`src/rtl/mux4_bus_arbiter.sv`:
```
// Round-robin 4-way bus arbiter: MAX_HOLD tenure cap, one idle turnaround cycle between grants.
// Latency: req seen in IDLE -> registered gnt/sel next cycle; requesters hold req level, no queuing.
module mux4_bus_arbiter #(
  parameter int MAX_HOLD = 8
) (
  input  logic       clk_i,
  input  logic       rst_i,
  input  logic [3:0] req_i,
  output logic [3:0] gnt_o,
  output logic [1:0] sel_o,
  output logic       busy_o,
  output logic       preempt_o
);

  localparam int CW = (MAX_HOLD > 1) ? $clog2(MAX_HOLD) : 1;
  localparam logic [CW-1:0] HOLD_LAST = CW'(MAX_HOLD - 1);

  typedef enum logic {IDLE, BUSY} state_t;

  state_t        state_q;
  logic [3:0]    gnt_q;
  logic [1:0]    sel_q;
  logic          busy_q;
  logic          preempt_q;
  logic [CW-1:0] hold_cnt_q;
  logic [1:0]    last_q;

  logic          win_vld_d;
  logic [1:0]    win_idx_d;
  logic [1:0]    cand_d;

  // Scan from furthest to nearest so the candidate closest after last_q wins.
  always_comb begin
    win_vld_d = 1'b0;
    win_idx_d = last_q;
    cand_d    = last_q;
    for (int k = 4; k >= 1; k--) begin
      cand_d = last_q + 2'(k);
      if (req_i[cand_d]) begin
        win_vld_d = 1'b1;
        win_idx_d = cand_d;
      end
    end
  end

  always_ff @(posedge clk_i or posedge rst_i) begin
    if (rst_i) begin
      state_q    <= IDLE;
      gnt_q      <= 4'b0000;
      sel_q      <= 2'd0;
      busy_q     <= 1'b0;
      preempt_q  <= 1'b0;
      hold_cnt_q <= '0;
      last_q     <= 2'd3;
    end else begin
      preempt_q <= 1'b0;
      case (state_q)
        IDLE: begin
          if (win_vld_d) begin
            state_q    <= BUSY;
            gnt_q      <= 4'b0001 << win_idx_d;
            sel_q      <= win_idx_d;
            busy_q     <= 1'b1;
            hold_cnt_q <= '0;
          end
        end
        BUSY: begin
          if (!req_i[sel_q]) begin
            state_q <= IDLE;
            gnt_q   <= 4'b0000;
            busy_q  <= 1'b0;
            last_q  <= sel_q;
          end else if (hold_cnt_q == HOLD_LAST) begin
            state_q   <= IDLE;
            gnt_q     <= 4'b0000;
            busy_q    <= 1'b0;
            last_q    <= sel_q;
            preempt_q <= 1'b1;
          end else begin
            hold_cnt_q <= hold_cnt_q + 1'b1;
          end
        end
        default: state_q <= IDLE;
      endcase
    end
  end

  assign gnt_o     = gnt_q;
  assign sel_o     = sel_q;
  assign busy_o    = busy_q;
  assign preempt_o = preempt_q;

endmodule

```
`config.mk`:
```
export PLATFORM = sky130hd
export DESIGN_NAME = mux4_bus_arbiter
export DESIGN_NICKNAME = d
export VERILOG_FILES = /design/src/rtl/mux4_bus_arbiter.sv
export SDC_FILE = /design/constraint.sdc
export NUM_CORES = 1
export LEC_CHECK = 0
export CORE_MARGIN = 1
export CORE_UTILIZATION = 49
export CTS_CLUSTER_DIAMETER = 200
export DETAILED_ROUTE_END_ITERATION = 10
export GPL_ROUTABILITY_DRIVEN = 0
export GPL_TIMING_DRIVEN = 0
export PLACE_DENSITY = 0.76
export SLEW_MARGIN = 20
export SYNTH_ARGS = -nofsm -noshare
export SYNTH_HDL_FRONTEND = slang
export SYNTH_SLANG_ARGS = --single-unit
```
`constraint.sdc`:
```
create_clock -name clk_i -period 1.8 [get_ports clk_i]
set_input_delay 0.36 -clock clk_i [delete_from_list [all_inputs] [get_ports clk_i]]
set_output_delay 0.36 -clock clk_i [all_outputs]
set_load 0.01 [all_outputs]
```
==> results.md <==
- Once detail routing completed, the nets flagged for antenna violations numbered 0.
- In this run the number of H-tree levels came out at 1.
- Of all cell types, the one taking the most synthesized area is sky130_fd_sc_hd__dfrtp_1.
- The most frequently used flop master after synthesis is sky130_fd_sc_hd__dfrtp_1.
- The critical path start-end classification is reg2reg.
- Subtracting the final worst setup slack from the clock period gives 1.72 ns.
- The overall power after layout is 0.00157 W.
- Derived from the worst setup path, the maximum achievable clock frequency is 583 MHz.
- Clock-pin slew was measured on the worst setup and hold paths at roughly 0.09 ns.
- Counting tap cells, the placed design contains a total of 97 instances.
- Cells with a size suffix above 1 make up 18.6% of the layout.
- The number of instances in the synthesized netlist is 69.
- Once layout is complete, the cells apart from fillers number a little over 100.
- In this run, the number of DRC markers left after iteration 0 of detailed routing was 7.
- The utilization after layout is 68.4%.
- STA puts the critical path data arrival time at 1.92 ns.
- Before CTS, the worst setup slack after placement is -0.0211 ns.
- Entering global routing, the biggest net connects 15 pins.
- The area growth from synthesis to final layout is 26.4%.
- The deepest clock path buffer count is 2.
- Dividing the detail-routed via count by the number of cells gives 5.34.
- In this run, synthesis inferred 0 flip-flops with an integrated enable.
- The endpoint type of the worst setup path is a register.
- The total I/O pin count is 14.
- Once the floorplan was initialized, standard cells occupied 54.1% of the core.
- After synthesis, the share of flip-flops with an asynchronous set or reset is 100%.
- The class of the tightest hold or removal check is in2async.
- The clock tree from TritonCTS is built.
- The sequential fraction of the synthesis area is between 40 and 50%.
- The endpoint identified for the worst register-to-register timing path is last_q[0]$_DFFE_PP1P_.
- The overall routing resource usage is 17.0%.
- The maximum fanout encountered on the critical timing path is 7.
- The required time reported for the critical path endpoint is around 2 ns.
- The power density over the cells is 1700 nW/um^2.
- The slack of the worst reg-to-reg path is 0.08 ns.
- The area of the mapped netlist is 731 sq um.
- The final setup violation count is 0.
- The top cell type's share of synthesized area is 41.1%.
- The static leakage power is 0.427 nW.
- Sorting the synthesized cells by area gives the leading types as sky130_fd_sc_hd__dfrtp_1 (41%), sky130_fd_sc_hd__mux2i_1 (8.2%), sky130_fd_sc_hd__dfstp_2 (7.2%).
- The floorplan step set the die height to 40.6 microns.
- The clock tree skew after final layout is 0.00129 ns.
- Setup repair after global routing left no endpoint under its margin.
- The detailed router placed 539 vias in this run.
- The max-capacitance violation count is 0.
- The number of global-route vias before repair is 452.
- The number of antenna cells inserted is 0.
- The region available for standard cell placement spans 1350 sq um.
- In the final design database the tool counted 95 nets.
- The remaining global-route overflow is 0.
- The worst path meets setup with 0.0842 ns of slack.
- The clock drives 14 sinks.
- The number of cells on the worst reg-to-reg path is 5.
- The source-to-sink clock delay at the later pin of the worst-skew pair is 0.27 ns.
- The number of DRC violations after detailed routing is 0.
- The number of buffer cells added on primary ports is 13.
- The number of clock buffers added by TritonCTS is 3.
- The final critical-path share of the clock period is a little over nine tenths.
- The worst register-to-register path begins at hold_cnt_q[0]$_DFFE_PP0P_.
- After detailed routing, the average wire length per cell comes to 12.4 microns.
- The clock tree root buffer cell is sky130_fd_sc_hd__clkbuf_4.
- The synthesized area per cell is 10.6 sq um.
- The horizontal die dimension is just over 40 microns.
- The number of hold-slack violations in the final timing report is 0.
- The worst setup path is launched from a register.
- The distinct cell type count of the synthesized netlist is 22.
- The global-route wire length before repair is ~1800 microns.
- The worst slew margin relative to its limit is 64.4%.
- The final hold slack is about 0.42 ns.
- The die covers 1650 sq um.
- Counting flops and latches in the post-synthesis netlist gives 14.
- The total wire length after detailed routing is 1250 microns.
- The detailed placer's ending HPWL is 940 microns.
- The first TritonRoute pass finished after 4 iterations.
- The number of setup buffers added after CTS is 0.
- The total number of placement rows is 13.
- For the pin with the worst max-slew slack, the measured transition is ~0.53 ns.
- When the netlist entered floorplanning its net count stood at 77.
- The number of antenna violations at the first check in global routing was 0.
- The number of warnings issued by yosys is 0.
- The worst ir drop on vdd is 0.000956 V.
- The run finished with clean final reports.
- The max-slew violation count came to 0.
worst max-delay path: stages, from the launching register on:
cell	delay (ns)
sky130_fd_sc_hd__dfrtp_1	0.41
sky130_fd_sc_hd__ha_2	0.19
sky130_fd_sc_hd__ha_2	0.18
sky130_fd_sc_hd__or2_4	0.24
sky130_fd_sc_hd__o221ai_4	0.31
sky130_fd_sc_hd__mux2_4	0.33
synthesized netlist by cell type, types with 3 or more instances:
cell / count
sky130_fd_sc_hd__o21ai_1: 4
sky130_fd_sc_hd__nand3_1: 5
sky130_fd_sc_hd__o31ai_1: 4
sky130_fd_sc_hd__dfrtp_1: 12
sky130_fd_sc_hd__nor2_1: 3
sky130_fd_sc_hd__mux2i_1: 6
sky130_fd_sc_hd__nand2_1: 9
sky130_fd_sc_hd__inv_1: 3
sky130_fd_sc_hd__nand2b_1: 3
cells by family (layout without fill, tap and decap cells):
logic type / after synthesis / after routing / share of synthesized area [%]
AND/OR/NAND/NOR: 26 / 26 / 18.2
AO/OA/AOI/OAI: 14 / 14 / 14.9
flip-flops: 14 / 14 / 48.3
multiplexers: 8 / 8 / 12.3
buffers and inverters: 5 / 22 / 2.91
adder cells (fa/ha/maj): 2 / 2 / 3.42
cell usage in the layout, fill, tap and decap left out:
cell and instances:
sky130_fd_sc_hd__clkdlybuf4s50_1 13, sky130_fd_sc_hd__dfrtp_1 12, sky130_fd_sc_hd__nand2_1 9, sky130_fd_sc_hd__mux2i_1 6
sky130_fd_sc_hd__nand3_1 5, sky130_fd_sc_hd__o21ai_1 4, sky130_fd_sc_hd__o31ai_1 4, sky130_fd_sc_hd__nand2b_1 3
sky130_fd_sc_hd__nor2_1 3, sky130_fd_sc_hd__inv_1 3, sky130_fd_sc_hd__clkbuf_4 3, sky130_fd_sc_hd__mux2_4 2
sky130_fd_sc_hd__a21o_1 2, sky130_fd_sc_hd__buf_2 2, sky130_fd_sc_hd__nor2b_1 2, sky130_fd_sc_hd__o21ai_0 2
sky130_fd_sc_hd__ha_2 2, sky130_fd_sc_hd__dfstp_2 2, sky130_fd_sc_hd__or2_4 1, sky130_fd_sc_hd__o221ai_4 1
sky130_fd_sc_hd__and3_1 1, sky130_fd_sc_hd__nand3b_2 1, sky130_fd_sc_hd__o21a_1 1, sky130_fd_sc_hd__and3_2 1
sky130_fd_sc_hd__clkbuf_8 1
sequential cells by signal, indices dropped and copies added, names as in the netlist:
register and count:
state_q 1, preempt_o 1, gnt_o 4, last_q 2
sel_o 2, hold_cnt_q 3, busy_o 1
routing by layer:
metal  GRT usage (%)  share of wire [%]  vias to the layer above
met4            2.50                  0                        0
met1            24.1                 51                      253
met3            4.89                4.6                        0
met5               0                  0                        -
li1                -                  -                      275
met2            26.2                 44                       11
cell type report:
type                            count  area (sq um)
Clock buffer                        4          36.3
Sequential cell                    14           353
Timing Repair Buffer               13           130
Buffer                              2          10.0
Tap cell                           15          18.8
Multi-Input combinational cell     50           364
Fill cell                         118           427
Inverter                            3          11.3
power breakdown:
part / internal [W] / switching, W / leakage, nW
clock: 0.000123 / 0.000101 / 0.0210
sequential: 0.000466 / 0.000121 / 0.174
combinational: 0.000401 / 0.000356 / 0.232
what timing repair did:
item                                    4_1_cts  5_1_grt
hold buffers                                  0        0
resized for setup                             0        4
endpoints found under the setup margin        0        2
through the flow:
stage          setup TNS (ns)  area, sq um
6_report                    0          923
5_1_grt                     0          923
4_1_cts                     0          916
2_1_floorplan               0          731
3_3_place_gp          -0.0491          880
3_5_place_dp          -0.0567          880
worst max path at each step:
stage | to | depth (start not counted) | slack, ns | start
finish | last_q[0]$_DFFE_PP1P_ | 5 | 0.08 | hold_cnt_q[0]$_DFFE_PP0P_
global route | last_q[0]$_DFFE_PP1P_ | 5 | 0.02 | hold_cnt_q[0]$_DFFE_PP0P_
CTS | last_q[0]$_DFFE_PP1P_ | 5 | 0.03 | hold_cnt_q[0]$_DFFE_PP0P_
detailed placement | last_q[0]$_DFFE_PP1P_ | 4 | -0.02 | req_i[1]
global placement | last_q[1]$_DFFE_PP1P_ | 4 | -0.02 | req_i[1]
floorplan | last_q[1]$_DFFE_PP1P_ | 5 | 0.15 | hold_cnt_q[0]$_DFFE_PP0P_
(Power assumes the default switching activity.)
